### src/rtl/wb_pkg.sv
// Shared definitions for the Wishbone SDRAM initiator: FSM states, default
// widths and the SDRAM controller power-up window.
package wb_pkg;

    typedef enum logic [1:0] {
        ST_INIT = 2'd0,
        ST_IDLE = 2'd1,
        ST_BUS  = 2'd2,
        ST_RESP = 2'd3
    } wb_state_e;

    localparam int WB_AW           = 24;
    localparam int WB_DW           = 32;
    localparam int WB_TIMEOUT      = 1024;
    // NOP, precharge, auto-refresh and mode-set window of the SDRAM controller.
    localparam int SDRAM_INIT_WAIT = 10100;

    // Width of a down-counter that must hold the larger of two preload values.
    function automatic int cnt_width(input int a, input int b);
        int m;
        m = (a > b) ? a : b;
        return (m < 1) ? 1 : $clog2(m + 1);
    endfunction

endpackage

### src/rtl/wb_timeout_cnt.sv
// Loadable down-counter used for both the power-up wait and the bus timeout.
// It saturates at zero; load takes priority over decrement.
module wb_timeout_cnt #(
    parameter int CW      = 14,
    parameter int RST_VAL = 0
) (
    input  logic          clk,
    input  logic          rst,
    input  logic          load_i,
    input  logic [CW-1:0] load_val_i,
    input  logic          dec_i,
    output logic          zero_o
);

    logic [CW-1:0] cnt_q;
    logic [CW-1:0] cnt_d;

    always_comb begin
        cnt_d = cnt_q;
        if (load_i) begin
            cnt_d = load_val_i;
        end else if (dec_i && (cnt_q != '0)) begin
            cnt_d = cnt_q - 1'b1;
        end
    end

    always_ff @(posedge clk) begin
        if (rst) begin
            cnt_q <= CW'(RST_VAL);
        end else begin
            cnt_q <= cnt_d;
        end
    end

    assign zero_o = (cnt_q == '0);

endmodule

### src/rtl/wb_sdram_master.sv
// Wishbone classic single-cycle initiator in front of the SDRAM controller.
// Waits out the controller power-up window and bounds every bus cycle with a timeout.
module wb_sdram_master
    import wb_pkg::*;
#(
    parameter int AW        = WB_AW,
    parameter int DW        = WB_DW,
    parameter int SW        = DW / 8,
    parameter int INIT_WAIT = SDRAM_INIT_WAIT,
    parameter int TIMEOUT   = WB_TIMEOUT
) (
    input  logic          clk,
    input  logic          rst,
    input  logic          req_valid,
    output logic          req_ready,
    input  logic          req_we,
    input  logic [AW-1:0] req_addr,
    input  logic [DW-1:0] req_wdata,
    input  logic [SW-1:0] req_sel,
    output logic          rsp_valid,
    output logic [DW-1:0] rsp_rdata,
    output logic          rsp_err,
    output logic          busy,
    output logic          proto_err,
    output logic          wb_cyc_o,
    output logic          wb_stb_o,
    output logic          wb_we_o,
    output logic [AW-1:0] wb_adr_o,
    output logic [DW-1:0] wb_dat_o,
    output logic [SW-1:0] wb_sel_o,
    input  logic [DW-1:0] wb_dat_i,
    input  logic          wb_ack_i,
    input  logic          wb_err_i
);

    localparam int CW = cnt_width(INIT_WAIT, TIMEOUT);

    wb_state_e     state_q;
    logic          req_ready_q;
    logic          rsp_valid_q;
    logic [DW-1:0] rsp_rdata_q;
    logic          rsp_err_q;
    logic          busy_q;
    logic          proto_err_q;
    logic          cyc_q;
    logic          we_q;
    logic [AW-1:0] adr_q;
    logic [DW-1:0] dat_q;
    logic [SW-1:0] sel_q;

    logic          cnt_load;
    logic [CW-1:0] cnt_load_val;
    logic          cnt_dec;
    logic          cnt_zero;
    logic          slave_done;

    assign slave_done = wb_ack_i | wb_err_i;

    // The same counter paces the power-up wait and then times each bus cycle.
    always_comb begin
        cnt_load     = 1'b0;
        cnt_load_val = '0;
        cnt_dec      = 1'b0;
        case (state_q)
            ST_INIT: cnt_dec = 1'b1;
            ST_IDLE: begin
                if (req_valid) begin
                    cnt_load     = 1'b1;
                    cnt_load_val = CW'(TIMEOUT - 1);
                end
            end
            ST_BUS:  cnt_dec = ~slave_done;
            default: cnt_dec = 1'b0;
        endcase
    end

    wb_timeout_cnt #(
        .CW      (CW),
        .RST_VAL (INIT_WAIT - 1)
    ) u_cnt (
        .clk        (clk),
        .rst        (rst),
        .load_i     (cnt_load),
        .load_val_i (cnt_load_val),
        .dec_i      (cnt_dec),
        .zero_o     (cnt_zero)
    );

    always_ff @(posedge clk) begin
        if (rst) begin
            state_q     <= ST_INIT;
            req_ready_q <= 1'b0;
            rsp_valid_q <= 1'b0;
            rsp_rdata_q <= '0;
            rsp_err_q   <= 1'b0;
            busy_q      <= 1'b0;
            proto_err_q <= 1'b0;
            cyc_q       <= 1'b0;
            we_q        <= 1'b0;
            adr_q       <= '0;
            dat_q       <= '0;
            sel_q       <= '0;
        end else begin
            rsp_valid_q <= 1'b0;
            // A response with no cycle open is a slave protocol violation.
            if (slave_done && !cyc_q) begin
                proto_err_q <= 1'b1;
            end
            case (state_q)
                ST_INIT: begin
                    busy_q <= 1'b1;
                    if (cnt_zero) begin
                        state_q     <= ST_IDLE;
                        req_ready_q <= 1'b1;
                        busy_q      <= 1'b0;
                    end
                end
                ST_IDLE: begin
                    if (req_valid) begin
                        state_q     <= ST_BUS;
                        req_ready_q <= 1'b0;
                        busy_q      <= 1'b1;
                        rsp_err_q   <= 1'b0;
                        cyc_q       <= 1'b1;
                        we_q        <= req_we;
                        adr_q       <= req_addr;
                        dat_q       <= req_wdata;
                        sel_q       <= req_sel;
                    end
                end
                ST_BUS: begin
                    if (slave_done) begin
                        state_q     <= ST_RESP;
                        cyc_q       <= 1'b0;
                        rsp_valid_q <= 1'b1;
                        rsp_err_q   <= wb_err_i;
                        if (!we_q) begin
                            rsp_rdata_q <= wb_dat_i;
                        end
                    end else if (cnt_zero) begin
                        state_q     <= ST_RESP;
                        cyc_q       <= 1'b0;
                        rsp_valid_q <= 1'b1;
                        rsp_err_q   <= 1'b1;
                    end
                end
                ST_RESP: begin
                    state_q     <= ST_IDLE;
                    req_ready_q <= 1'b1;
                    busy_q      <= 1'b0;
                end
                default: state_q <= ST_INIT;
            endcase
        end
    end

    assign req_ready = req_ready_q;
    assign rsp_valid = rsp_valid_q;
    assign rsp_rdata = rsp_rdata_q;
    assign rsp_err   = rsp_err_q;
    assign busy      = busy_q;
    assign proto_err = proto_err_q;
    assign wb_cyc_o  = cyc_q;
    assign wb_stb_o  = cyc_q;
    assign wb_we_o   = we_q;
    assign wb_adr_o  = adr_q;
    assign wb_dat_o  = dat_q;
    assign wb_sel_o  = sel_q;

endmodule

### config.mk
export PLATFORM = sky130hd
export DESIGN_NAME = wb_sdram_master
export DESIGN_NICKNAME = d
export VERILOG_FILES = /design/src/rtl/wb_pkg.sv /design/src/rtl/wb_timeout_cnt.sv /design/src/rtl/wb_sdram_master.sv
export SDC_FILE = /design/constraint.sdc
export NUM_CORES = 1
export LEC_CHECK = 0
export ABC_AREA = 1
export BUFFER_PORTS_ARGS = -buffer_cell sky130_fd_sc_hd__clkbuf_2
export CAP_MARGIN = 15
export CORE_MARGIN = 8
export CORE_UTILIZATION = 30
export CTS_CLUSTER_SIZE = 12
export DETAILED_ROUTE_END_ITERATION = 8
export PLACE_DENSITY = 0.67
export SLEW_MARGIN = 10
export SYNTH_ARGS = -nofsm -noshare
export SYNTH_HDL_FRONTEND = slang
export SYNTH_HIERARCHICAL = 1
export SYNTH_SLANG_ARGS = --single-unit
### constraint.sdc
create_clock -name clk -period 2.5 [get_ports clk]
set_input_delay 0.625 -clock clk [delete_from_list [all_inputs] [get_ports clk]]
set_output_delay 0.625 -clock clk [all_outputs]
set_load 0.005 [all_outputs]
[Yosys cells after proc, flatten, opt, wreduce, memory -nomap -nowiden]
Cells that the tools add are included.
Widths: inputs -> output; s select.
Word-level totals
  bits in latches: 0
  memories kept: 0
  memory bits (writable): 0
  output and inout port bits: 100
  flip-flop bits (word level): 115
  bits in read-only memories: 0
  logic and storage cells: 65
Operators by class
  $add $sub $neg: 1
  multiply operators: 0
  equality and inequality tests: 6
  bitwise operators: 4
  magnitude comparators: 0
  reduce and logical (&&, ||, !) cells: 16
  divide/modulo/power cells: 0
  muxes and demuxes: 25
  shift-type cells: 0
Operators with widths (number)
  $mux 14: 2
  $mux 10: 2
  $logic_not 14->1: 1
  $reduce_bool 14->1: 1
  $sub 14x1->14 const B: 1
  $reduce_and 3->1: 4
  $mux 1: 11
  $mux 2: 4
  $pmux 2 s4: 1
  $pmux 1 s2: 3
  $pmux 1 s3: 2
  $eq 2x2->1 const B: 2
  $ne 2x2->1 const B: 2
  $reduce_and 2->1: 2
  $reduce_bool 2->1: 2
  $ne 3x3->1 const B: 1
  $not 1->1: 3
  $reduce_bool 3->1: 1
  $eq 2x1->1 const B: 1
  $logic_and 1x1->1: 2
  $logic_not 2->1: 1
  $reduce_or 2->1: 1
  $logic_not 1->1: 1
  $or 1x1->1: 1

[Logic depth before layout (Yosys ltp)]
Gate-level depths: netlist of the first run.
  depth after elaboration: 6
  gate-level depth with buffers: 13
  mapped depth without buffers: 13

[Hierarchy]
Netlist of the first run, hierarchy kept.
By module, submodules not included
  wb_sdram_master: instances 1, cells each 465, area each 3673.5 sq um, sequential area each 2021.9 sq um
  wb_timeout_cnt: instances 1, cells each 155, area each 975.9 sq um, sequential area each 280.3 sq um

[Least setup slack after synthesis of the first run]
No wires, ideal clock.
  path kind: reg-to-reg
  start point: register state_q[1]
  end point: register u_cnt.cnt_q[4]
  path buffers: 3
  period minus slack after synthesis: 1819 ps
  cell stages (with the launch flop): 12
  arrival time: 1693 ps
  slack: 681 ps
  required time: 2374 ps
  library setup time: 126 ps
  cells stage by stage: dfxtp_1 -> inv_1 -> ha_1 -> nand2_2 -> inv_2 -> buf_4 -> buf_4 -> inv_1 -> clkbuf_8 -> nand3_1 -> o211ai_1 -> nand3_1
RTL lines
  start, declared: RTL line wb_sdram_master.sv:38  | wb_state_e state_q;
  start signal, assigned: RTL line wb_sdram_master.sv:91  | state_q <= ST_INIT;
  start signal, assigned: RTL line wb_sdram_master.sv:113  | state_q <= ST_IDLE;
  start signal, assigned: RTL line wb_sdram_master.sv:120  | state_q <= ST_BUS;
  $eq 2x1->1 (*): RTL line wb_sdram_master.sv:64  | case (state_q)
  $mux 1 (*): RTL line wb_sdram_master.sv:64
  net cnt_load: RTL line wb_sdram_master.sv:51  | logic cnt_load;
  $mux 14 or $reduce_bool 2->1 (tied branches)
  end signal, assigned: RTL line wb_timeout_cnt.sv:29  | cnt_q <= CW'(RST_VAL);
  end signal, assigned: RTL line wb_timeout_cnt.sv:31  | cnt_q <= cnt_d;
  end, declared: RTL line wb_timeout_cnt.sv:15  | logic [CW-1:0] cnt_q;
The timed path passes the listed nets; every way through them passes the cells marked *.
A chain may end at the register's enable or synchronous reset.

[Worst setup path in the final report of the first run]
  start point: register u_cnt.cnt_q[0]
  end point: register state_q[1]
On the way
  longest elaborated chain between the ends: 3
Ends and longest elaborated chain
  $logic_not 14->1 (*): RTL line wb_timeout_cnt.sv:35  | assign zero_o = (cnt_q == '0);
  net cnt_zero: RTL line wb_sdram_master.sv:54  | logic cnt_zero;
  $ne 3x3->1 (no source line) or $ne 2x2->1 (tied branches)
  $reduce_and 3->1 (no source line) (*)
Marks and branches as above.

==> results of run 1 <==
[synthesized netlist by cell type (5+ instances only)]
cell type  instances  area, sq um
a21oi_1           20          100
buf_2              5         25.0
buf_4              6         45.0
buf_6              7         78.8
clkbuf_1          13         48.8
dfxtp_1          115         2300
ha_1               5         62.6
inv_1             29          109
nand2_1           45          169
nand3_1           24          120
nor2_1           213          800
o211ai_1           5         37.5
o21ai_0           99          495
o21ai_1            6         30.0
[registers in the layout, summed over array words and instances (netlist names)]
signal / cells
rsp_valid: 1
rsp_rdata: 32
proto_err: 1
wb_adr_o: 24
rsp_err: 1
wb_sel_o: 4
req_ready: 1
busy: 1
wb_cyc_o: 1
state_q: 2
wb_dat_o: 32
wb_we_o: 1
u_cnt/cnt_q: 14
[worst min-delay path by stage]
| stage | from | endpoint | slack [ns] | cells past startpoint |
|---|---|---|---|---|
| after floorplan | u_cnt/cnt_q[1] | u_cnt/cnt_q[1] | 0.45 | 2 |
| after global routing | wb_dat_i[4] | rsp_rdata[4] | 0.45 | 3 |
| after CTS | wb_dat_i[2] | rsp_rdata[2] | 0.44 | 3 |
| final | wb_dat_i[2] | rsp_rdata[2] | 0.46 | 3 |
| after global placement | proto_err | proto_err | 0.46 | 2 |
| after detailed placement | proto_err | proto_err | 0.46 | 2 |
[worst max-delay path, cell delays in order, from the launching register on]
cell and delay [ns]:
dfxtp_1 0.29, inv_1 0.12, ha_1 0.27, nand2_2 0.10, nor2_4 0.16, nand3_1 0.11
nor2_1 0.12, inv_1 0.09, nand2_1 0.09, nand2_1 0.07, inv_1 0.09, nand2_1 0.07
nand2_1 0.06, a21oi_1 0.06
[cell families (layout without fill, tap and decap cells)]
group           Yosys count  count (layout)  share of synthesized area [%]
simple gates            299             299                           26.5
buf+inv                  66             267                           7.59
compound gates          132             132                           14.6
flops                   115             115                           49.5
xor+xnor                  2               2                          0.377
fa+ha+maj                 5               5                           1.35
other cells               1               4                         0.0807
[metrics by stage]
| stage | setup slack [ns] | utilization (%) | cell area, sq um | std cells |
|---|---|---|---|---|
| 6_report | 0.660 | 41.6 | 6320 | 1012 |
| 5_1_grt | 0.410 | 41.6 | 6320 | 1012 |
| 4_1_cts | 0.673 | 41.6 | 6320 | 1012 |
| 3_5_place_dp | 0.658 | 37.6 | 5720 | 980 |
| 3_3_place_gp | 0.684 | 37.6 | 5720 | 980 |
| 2_1_floorplan | 0.681 | - | 4660 | 623 |
[layout make-up]
type	count	share of cell area (%)
flip-flops and latches	115	36.4
multi-input cells	442	31.7
inverters	32	1.94
well taps	188	3.72
clock inverters	13	2.34
clock buffers	19	7.16
repair buffers	203	16.7
[power by group]
part / switching, uW / internal, uW / leakage (uW) / total (uW)
sequential: 5.77 / 1840 / 0.000928 / 1850
combinational: 88.3 / 89.8 / 0.00171 / 178
clock: 908 / 1530 / 0.000283 / 2440
[per-layer routing]
metal,GRT usage [%],vias to the layer above
li1,-,2378
met4,4.52,0
met1,15.0,1994
met3,6.39,12
met5,0,-
met2,22.9,120
==> run_results.csv, run 1 <==
group,metric,value,unit
floorplan,placementRows,45,
outcome,outcome,"finished, final reports clean",
clock_tree,post_cts_resized,0,
final_layout,diodes,0,
power,finalPower,4460,uW
timing,worst_pin_slew,0.545,ns
final_layout,syn2layout_area_growth,36.0,%
timing,fin_tns_setup,0,ns
logic_synthesis,synthCells,620,
timing,maxSlewHeadroom,63.7,%
final_layout,fill_cells,1610,
floorplan,start_util,30.6,%
logic_synthesis,ys.flop_type,"dfxtp_1",
timing,clock.fmax,544,MHz
logic_synthesis,yosys_warnings,6,
worst_setup_path,worstRegToRegCells,13,
worst_setup_path,reg2reg_from,"u_cnt/cnt_q[0]",
timing,finClkSkew,0.00806,ns
global_route,grt_first_pass_wirelength,21.8,mm
detailed_routing,dr.pass1.iters,4,
clock_tree,clkLatencyLatePin,0.41,ns
detailed_routing,ant_nets,0,
timing,setup_viol,0,
detailed_routing,drt_iter0_drc,169,
clock_tree,cts.root.buffer_cell,"clkbuf_16",
worst_setup_path,reg2reg_to,"state_q[1]",
logic_synthesis,synthArstFlopShare,0,%
global_route,grt_max_degree,64,
timing,rsz0062_at_grt,"false",
logic_synthesis,syn_area_per_cell,7.50,sq um
detailed_routing,vias,4504,
worst_setup_path,worstPathRequired,2.78,ns
worst_setup_path,crit_path_start,"u_cnt/cnt_q[0]",
power,peakVddDrop,0.000582,V
timing,period_needed,1.84,ns
global_route,grt_pass1_vias,4357,
detailed_routing,drc,0,
clock_tree,clockBufferDepth,2,
worst_setup_path,worstSetupPathType,"flop to flop",
clock_tree,cts_hold_buf,0,
detailed_routing,top_layer,"met4",
global_route,overflow,0,
logic_synthesis,syn_area,4650,sq um
worst_setup_path,worstPathArrival,2.12,ns
worst_setup_path,crit_path_max_fanout,5,
power,p_per_area,706,nW/um^2
min_path,hp-class,"input port to flop",
place,routabilityCongestion,0.777,
power,p_leak,0.00292,uW
detailed_routing,wl_per_cell,13.1,microns
worst_setup_path,critPathCapture,"state_q[1]",
final_layout,layout_common_cells,"213 x nor2_1, 197 x clkbuf_2, 115 x dfxtp_1, 99 x o21ai_0, 45 x nand2_1",
final_layout,register_area,2300,sq um
logic_synthesis,ys_seq_elements,115,
timing,final_max_slew_viol_count,0,
place,io_buffers,197,
timing,period_share,73.6,%
final_layout,final_common_cell,"nor2_1",
floorplan,fp.dieH,140,microns
clock_tree,htreeDepth,4,
detailed_routing,vias_per_cell,4.45,
flow_run,maxCapViolCount,0,
final_layout,multi_input_area,2010,sq um
logic_synthesis,yosysSeqAreaShare,49.5,%
clock_tree,clock_sinks,115,
global_route,grtUsageTotal,13.6,%
timing,hold_ws,0.456,ns
final_layout,finalNetCount,914,
floorplan,fp.dieW,140,microns
detailed_routing,totalWireLength,13.3,mm
clock_tree,cts_made_buffers,17,
worst_setup_path,worstSetupStartpointType,"flop",
global_route,antenna_found_initial,0,
floorplan,core,15200,sq um
logic_synthesis,synth_edf_count,0,
worst_setup_path,crit_path_end_kind,"flop",
worst_setup_path,ff2ff_setup_slack,0.66,ns
final_layout,drive_gt1_share,30.6,%
clock_tree,cts_tree,"done",
detailed_routing,dr_wl_met3,1.06,mm
floorplan,ioPinCount,198,
floorplan,dieArea,19700,sq um
logic_synthesis,synth.distinct_cells,31,
clock_tree,post_cts_buffers,0,
timing,final-hold-violation-count,0,
clock_tree,cts.clk_slew.worst_paths,0.05,ns
place,place_hpwl,9.52,mm
detailed_routing,wl_met1,5.65,mm
detailed_routing,met2_length,6.43,mm
No activity file was read; power rests on OpenSTA's default activity.
==> run 2, diff against run 1 <==
==> constraint.sdc (replaced) <==
create_clock -name clk -period 1.8 [get_ports clk]
set_input_delay 0.45 -clock clk [delete_from_list [all_inputs] [get_ports clk]]
set_output_delay 0.45 -clock clk [all_outputs]
set_load 0.005 [all_outputs]
==> run 2 against run 1 <==
  * Clock power up 38%
  * Utilization increased by 0.31 points
  * Design area rose by 0.75%
  * Final cell count grew 0.40%
  * Setup slack worse by 0.50 ns
  * Critical endpoint is now u_cnt/cnt_q[8]
==> run_results.csv, run 2 (synthesis results as in run 1) <==
group,metric,value,unit
clock_tree,clockBufferDepth,2,
timing,timing.final.ws_setup,0.161,ns
worst_setup_path,worstPathArrival,1.92,ns
timing,period_share,91.1,%
clock_tree,clock_sinks,115,
timing,hold_ws,0.290,ns
place,preCtsSetupSlack,0.0972,ns
power,peakVddDrop,0.000524,V
worst_setup_path,worstPathRequired,2.08,ns
worst_setup_path,crit_path_max_fanout,16,
clock_tree,htreeDepth,4,
power,finalPower,6190,uW
final_layout,syn2layout_area_growth,37.0,%
clock_tree,cts_made_buffers,17,
floorplan,core,15200,sq um
floorplan,ioPinCount,198,
detailed_routing,drc,0,
timing,finClkSkew,0.00604,ns
timing,setup_viol,0,
global_route,antenna_found_initial,0,
detailed_routing,vias,4600,
place,place_hpwl,9.75,mm
timing,final-hold-violation-count,0,
clock_tree,cts.clk_slew.worst_paths,0.05,ns
place,dpl.cell_count,985,
floorplan,fp.dieW,140,microns
global_route,overflow,0,
clock_tree,cts_tree,"done",
power,p_int,4920,uW
power,p_switching,1270,uW
global_route,grt_max_degree,73,
worst_setup_path,worstSetupPathType,"flop to flop",
detailed_routing,drt_iter0_drc,222,
min_path,whs_path_depth,3,
global_route,grtUsageTotal,13.7,%
final_layout,layout_common_cells,"211 x nor2_1, 197 x clkbuf_2, 115 x dfxtp_1, 99 x o21ai_0, 45 x nand2_1",
flow_run,maxCapViolCount,0,
detailed_routing,dr.pass1.iters,4,
detailed_routing,wl_per_cell,13.2,microns
worst_setup_path,worstRegToRegCells,9,
power,combPwrFrac,4.0,%
floorplan,dieArea,19700,sq um
worst_setup_path,crit_path_end_kind,"flop",
timing,rsz0062_at_grt,"true",
clock_tree,cts.root.buffer_cell,"clkbuf_16",
final_layout,final_common_cell,"nor2_1",
clock_tree,clkLatencyLatePin,0.41,ns
final_layout,diodes,0,
timing,worst_pin_slew,0.535,ns
floorplan,fp.dieH,140,microns
timing,final_max_slew_viol_count,0,
detailed_routing,vias_per_cell,4.53,
final_layout,finalNetCount,920,
power,clkPwrFrac,54.5,%
floorplan,start_util,30.6,%
detailed_routing,ant_nets,0,
power,switching_share,20.5,%
place,io_buffers,197,
clock_tree,cts_hold_buf,0,
timing,period_needed,1.64,ns
global_route,grt_pass1_vias,4439,
outcome,outcome,"finished, final reports clean",
floorplan,placementRows,45,
global_route,grt_first_pass_wirelength,22.0,mm
detailed_routing,totalWireLength,13.4,mm
timing,maxSlewHeadroom,64.4,%
min_path,hp-class,"input port to flop",
final_layout,drive_gt1_share,31.4,%
final_layout,stdcell_count,1016,
final_layout,fill_cells,1598,
final_layout,finalCoreUtilization,41.9,%
power,p_per_area,972,nW/um^2
power,p_leak,0.00295,uW
power,pwr-share-seq,41.5,%
worst_setup_path,worstSetupStartpointType,"flop",
place,routabilityCongestion,0.790,
timing,clock.fmax,610,MHz
[run 2: stage by stage]
step | setup TNS [ns] | instance area (sq um)
6_report | 0 | 6370
5_1_grt | -0.0228 | 6370
4_1_cts | 0 | 6340
3_5_place_dp | 0 | 5750
3_3_place_gp | 0 | 5750
2_1_floorplan | 0 | 4660
[run 2: repair_timing]
item,CTS,global route
resized for setup,0,8
setup endpoints to repair,0,7
setup buffers,0,1
[run 2: area by class of cell]
| cell class | count | area (sq um) | share of cell area (%) |
|---|---|---|---|
| tap | 188 | 235 | 3.69 |
| inverter | 32 | 124 | 1.94 |
| timing repair buffer | 209 | 1090 | 17.1 |
| clock buffer | 22 | 464 | 7.29 |
| multi-input combinational | 442 | 2030 | 31.8 |
| sequential | 115 | 2300 | 36.1 |
| clock inverter | 8 | 129 | 2.02 |
[run 2: per-layer routing]
metal / vias to the layer above / GRT usage [%] / part of all wire [%]
li1: 2382 / - / -
met2: 140 / 22.9 / 49
met1: 2062 / 15.3 / 42
met3: 16 / 5.74 / 7.9
met5: - / 0 / 0
met4: 0 / 4.92 / 1.5
[run 2: worst paths after layout]
| check | start | end | slack [ns] |
|---|---|---|---|
| max | state_q[1] | u_cnt/cnt_q[8] | 0.16 |
| min | wb_dat_i[4] | rsp_rdata[4] | 0.29 |
| max reg2reg | state_q[1] | u_cnt/cnt_q[8] | 0.16 |
| min reg2reg | wb_sel_o[0] | wb_sel_o[0] | 0.48 |
[run 2: power groups by stage]
stage	sequential, uW	combinational [uW]	clock, uW
5_1_grt	2570	284	3570
4_1_cts	2570	251	3460
2_1_floorplan	2620	119	0
6_report	2570	251	3370
3_3_place_gp	2620	247	0
3_5_place_dp	2620	250	0
[run 2: critical path, cell delays in order, from the launching register on]
cell and delay (ns):
dfxtp_1 0.34, inv_1 0.11, ha_1 0.23, nand2_2 0.07
inv_2 0.09, clkinv_2 0.22, nand2_8 0.21, inv_1 0.11
nand2_1 0.07, nand3_1 0.07
==> run 3, diff against run 2 <==
--- a/config.mk
+++ b/config.mk
@@ -16,5 +16,4 @@
 export SLEW_MARGIN = 10
 export SYNTH_ARGS = -nofsm -noshare
 export SYNTH_HDL_FRONTEND = slang
-export SYNTH_HIERARCHICAL = 1
 export SYNTH_SLANG_ARGS = --single-unit
==> run 3 against run 2 <==
  * Sequential cell count unchanged
  * Synthesized cell count down 4.2%
  * Final cell count decreased by 3.0%
  * First-iteration DRC count decreased by 21%
  * Clock-buffer cell count stayed put
  * Non-clock buffer count did not move
  * Global-route usage decreased by 0.080 points
==> run_results.csv, run 3 <==
group,metric,value,unit
outcome,outcome,"finished, final reports clean",
logic_synthesis,synth_top_family_by_area,"simple AND/OR/NAND/NOR gates",
place,io_buffers,197,
timing,finClkSkew,0.00968,ns
timing,maxSlewHeadroom,76.4,%
place,routabilityCongestion,0.859,
logic_synthesis,syn_area_per_cell,7.42,sq um
timing,final-hold-violation-count,0,
logic_synthesis,synth_common_cells,"220 x nor2_1, 115 x dfxtp_1, 72 x o21ai_0, 46 x nand2_1, 29 x o21ai_1",
logic_synthesis,yosysMostFrequentCell,"nor2_1",
detailed_routing,ant_nets,0,
floorplan,core,14400,sq um
worst_setup_path,worstPathArrival,1.90,ns
logic_synthesis,synthTopCellsByArea,"dfxtp_1 52%, nor2_1 19%, o21ai_0 8.2%",
timing,final_max_slew_viol_count,0,
detailed_routing,vias,4468,
floorplan,fp.dieW,137,microns
logic_synthesis,synth.net_count,697,
logic_synthesis,synth.distinct_cells,24,
detailed_routing,totalWireLength,13.1,mm
timing,rsz0062_at_grt,"false",
clock_tree,clkLatencyLatePin,0.41,ns
clock_tree,clockBufferDepth,2,
worst_setup_path,crit_path_end_kind,"flop",
detailed_routing,drc,0,
detailed_routing,wl_per_cell,13.3,microns
clock_tree,cts.clk_slew.worst_paths,0.06,ns
logic_synthesis,synth_mux_area_share,0,%
clock_tree,cts_tree,"done",
final_layout,drive_gt1_share,31.7,%
final_layout,final_common_cell,"nor2_1",
floorplan,placementRows,44,
worst_setup_path,crit_path_max_fanout,30,
floorplan,dieArea,18800,sq um
flow_run,maxCapViolCount,0,
logic_synthesis,synthCells,594,
final_layout,fill_cells,1498,
detailed_routing,dr.pass1.iters,4,
floorplan,start_util,30.6,%
power,p_per_area,986,nW/um^2
clock_tree,post_cts_resized,0,
logic_synthesis,ys_seq_elements,115,
clock_tree,cts_made_buffers,17,
logic_synthesis,ys.flop_type,"dfxtp_1",
logic_synthesis,synth_edf_count,0,
clock_tree,cts_hold_buf,0,
final_layout,syn2layout_area_growth,40.7,%
worst_setup_path,ff2ff_setup_slack,0.24,ns
worst_setup_path,worstPathRequired,2.14,ns
worst_setup_path,worstSetupPathType,"flop to flop",
logic_synthesis,yosysTopAreaCell,"dfxtp_1",
final_layout,finalNetCount,893,
place,place_hpwl,9.72,mm
clock_tree,htreeDepth,4,
global_route,overflow,0,
detailed_routing,drt_iter0_drc,176,
timing,timing.final.ws_setup,0.245,ns
detailed_routing,vias_per_cell,4.53,
logic_synthesis,yosys.area_share.adder,1.42,%
logic_synthesis,synthArstFlopShare,0,%
clock_tree,cts.root.buffer_cell,"clkbuf_16",
power,peakVddDrop,0.000555,V
logic_synthesis,synth-xor-area-share,0,%
power,p_leak,0.00285,uW
logic_synthesis,yosys.area_share.simple,27.8,%
logic_synthesis,synth_top_area_share,52.2,%
logic_synthesis,yosysSeqAreaShare,52.2,%
logic_synthesis,syn_area,4410,sq um
timing,setup_viol,0,
worst_setup_path,worstSetupStartpointType,"flop",
logic_synthesis,yosys_warnings,0,
logic_synthesis,synth_compound_area_share,13.0,%
timing,worst_pin_slew,0.355,ns
min_path,hp-class,"input port to flop",
final_layout,diodes,0,
place,preCtsSetupSlack,0.222,ns
timing,fin_tns_setup,0,ns
clock_tree,clock_sinks,115,
global_route,antenna_found_initial,0,
timing,period_share,86.4,%
clock_tree,post_cts_buffers,0,
global_route,grt_pass1_vias,4106,
global_route,grt_max_degree,58,
timing,period_needed,1.56,ns
floorplan,ioPinCount,198,
floorplan,fp.dieH,137,microns
timing,clock.fmax,643,MHz
global_route,grtUsageTotal,13.6,%
global_route,grt_first_pass_wirelength,20.2,mm
final_layout,layout_common_cells,"220 x nor2_1, 197 x clkbuf_2, 115 x dfxtp_1, 72 x o21ai_0, 45 x nand2_1",
## run 3: cell types whose count changed after synthesis, sizes merged, moves of 3 or more
cell / delta
a21oi: -13
clkbuf: +3
o211ai: -3
o21ai: -4
nor2: +6
nand3b: +3
inv: -6
buf: -5
nand3: -3
## run 3: kinds of logic (layout without fill, tap and decap cells)
group / after synthesis / count (layout)
and+or+nand+nor: 304 / 304
adders and majority gates: 5 / 5
DFF: 115 / 115
AOI/OAI and AO/OA: 112 / 112
buffers and inverters: 58 / 266
## run 3: area by class of cell
| cell class | instances | area, sq um | area share [%] |
|---|---|---|---|
| sequential | 115 | 2300 | 37.1 |
| multi-input combinational | 421 | 1860 | 30.1 |
| timing repair buffer | 209 | 1130 | 18.2 |
| clock buffer | 22 | 474 | 7.65 |
| tap | 184 | 230 | 3.71 |
| clock inverter | 9 | 105 | 1.70 |
| inverter | 26 | 97.6 | 1.57 |
## run 3: worst paths after layout
kind                      start            to  cells past startpoint
setup / recovery     state_q[1]   wb_dat_o[7]                      7
hold / removal    req_wdata[20]  wb_dat_o[20]                      3
setup reg to reg     state_q[1]   wb_dat_o[7]                      7
hold reg to reg       proto_err     proto_err                      2
## run 3: routing by layer
layer / wire length, microns / global-route usage [%] / up-vias
met2: 6140 / 22.5 / 139
li1: - / - / 2303
met5: 0 / 0 / -
met3: 1240 / 5.62 / 16
met1: 5580 / 15.4 / 2010
met4: 150 / 4.77 / 0
## run 3: critical path, cell delays in order, from the launching register on
cell and delay [ns]:
dfxtp_1 0.33, inv_1 0.10, ha_1 0.23, nand2_2 0.19, inv_2 0.11, buf_4 0.33
nor2_1 0.07, nor2_1 0.12
## run 3: metrics by stage
stage,instances,util [%],power (uW),instance area (sq um),hold slack [ns]
4_1_cts,986,43.0,6200,6200,0.258
2_1_floorplan,594,-,2730,4410,0.463
6_report,986,43.0,6110,6200,0.272
5_1_grt,986,43.0,6330,6200,0.264
3_5_place_dp,955,39.0,2870,5620,0.470
3_3_place_gp,955,39.0,2870,5620,0.455
## run 3: where the power goes
part	internal (uW)	total [uW]	switching [uW]
combinational	126	247	121
sequential	2560	2570	8.54
clock	2130	3300	1170
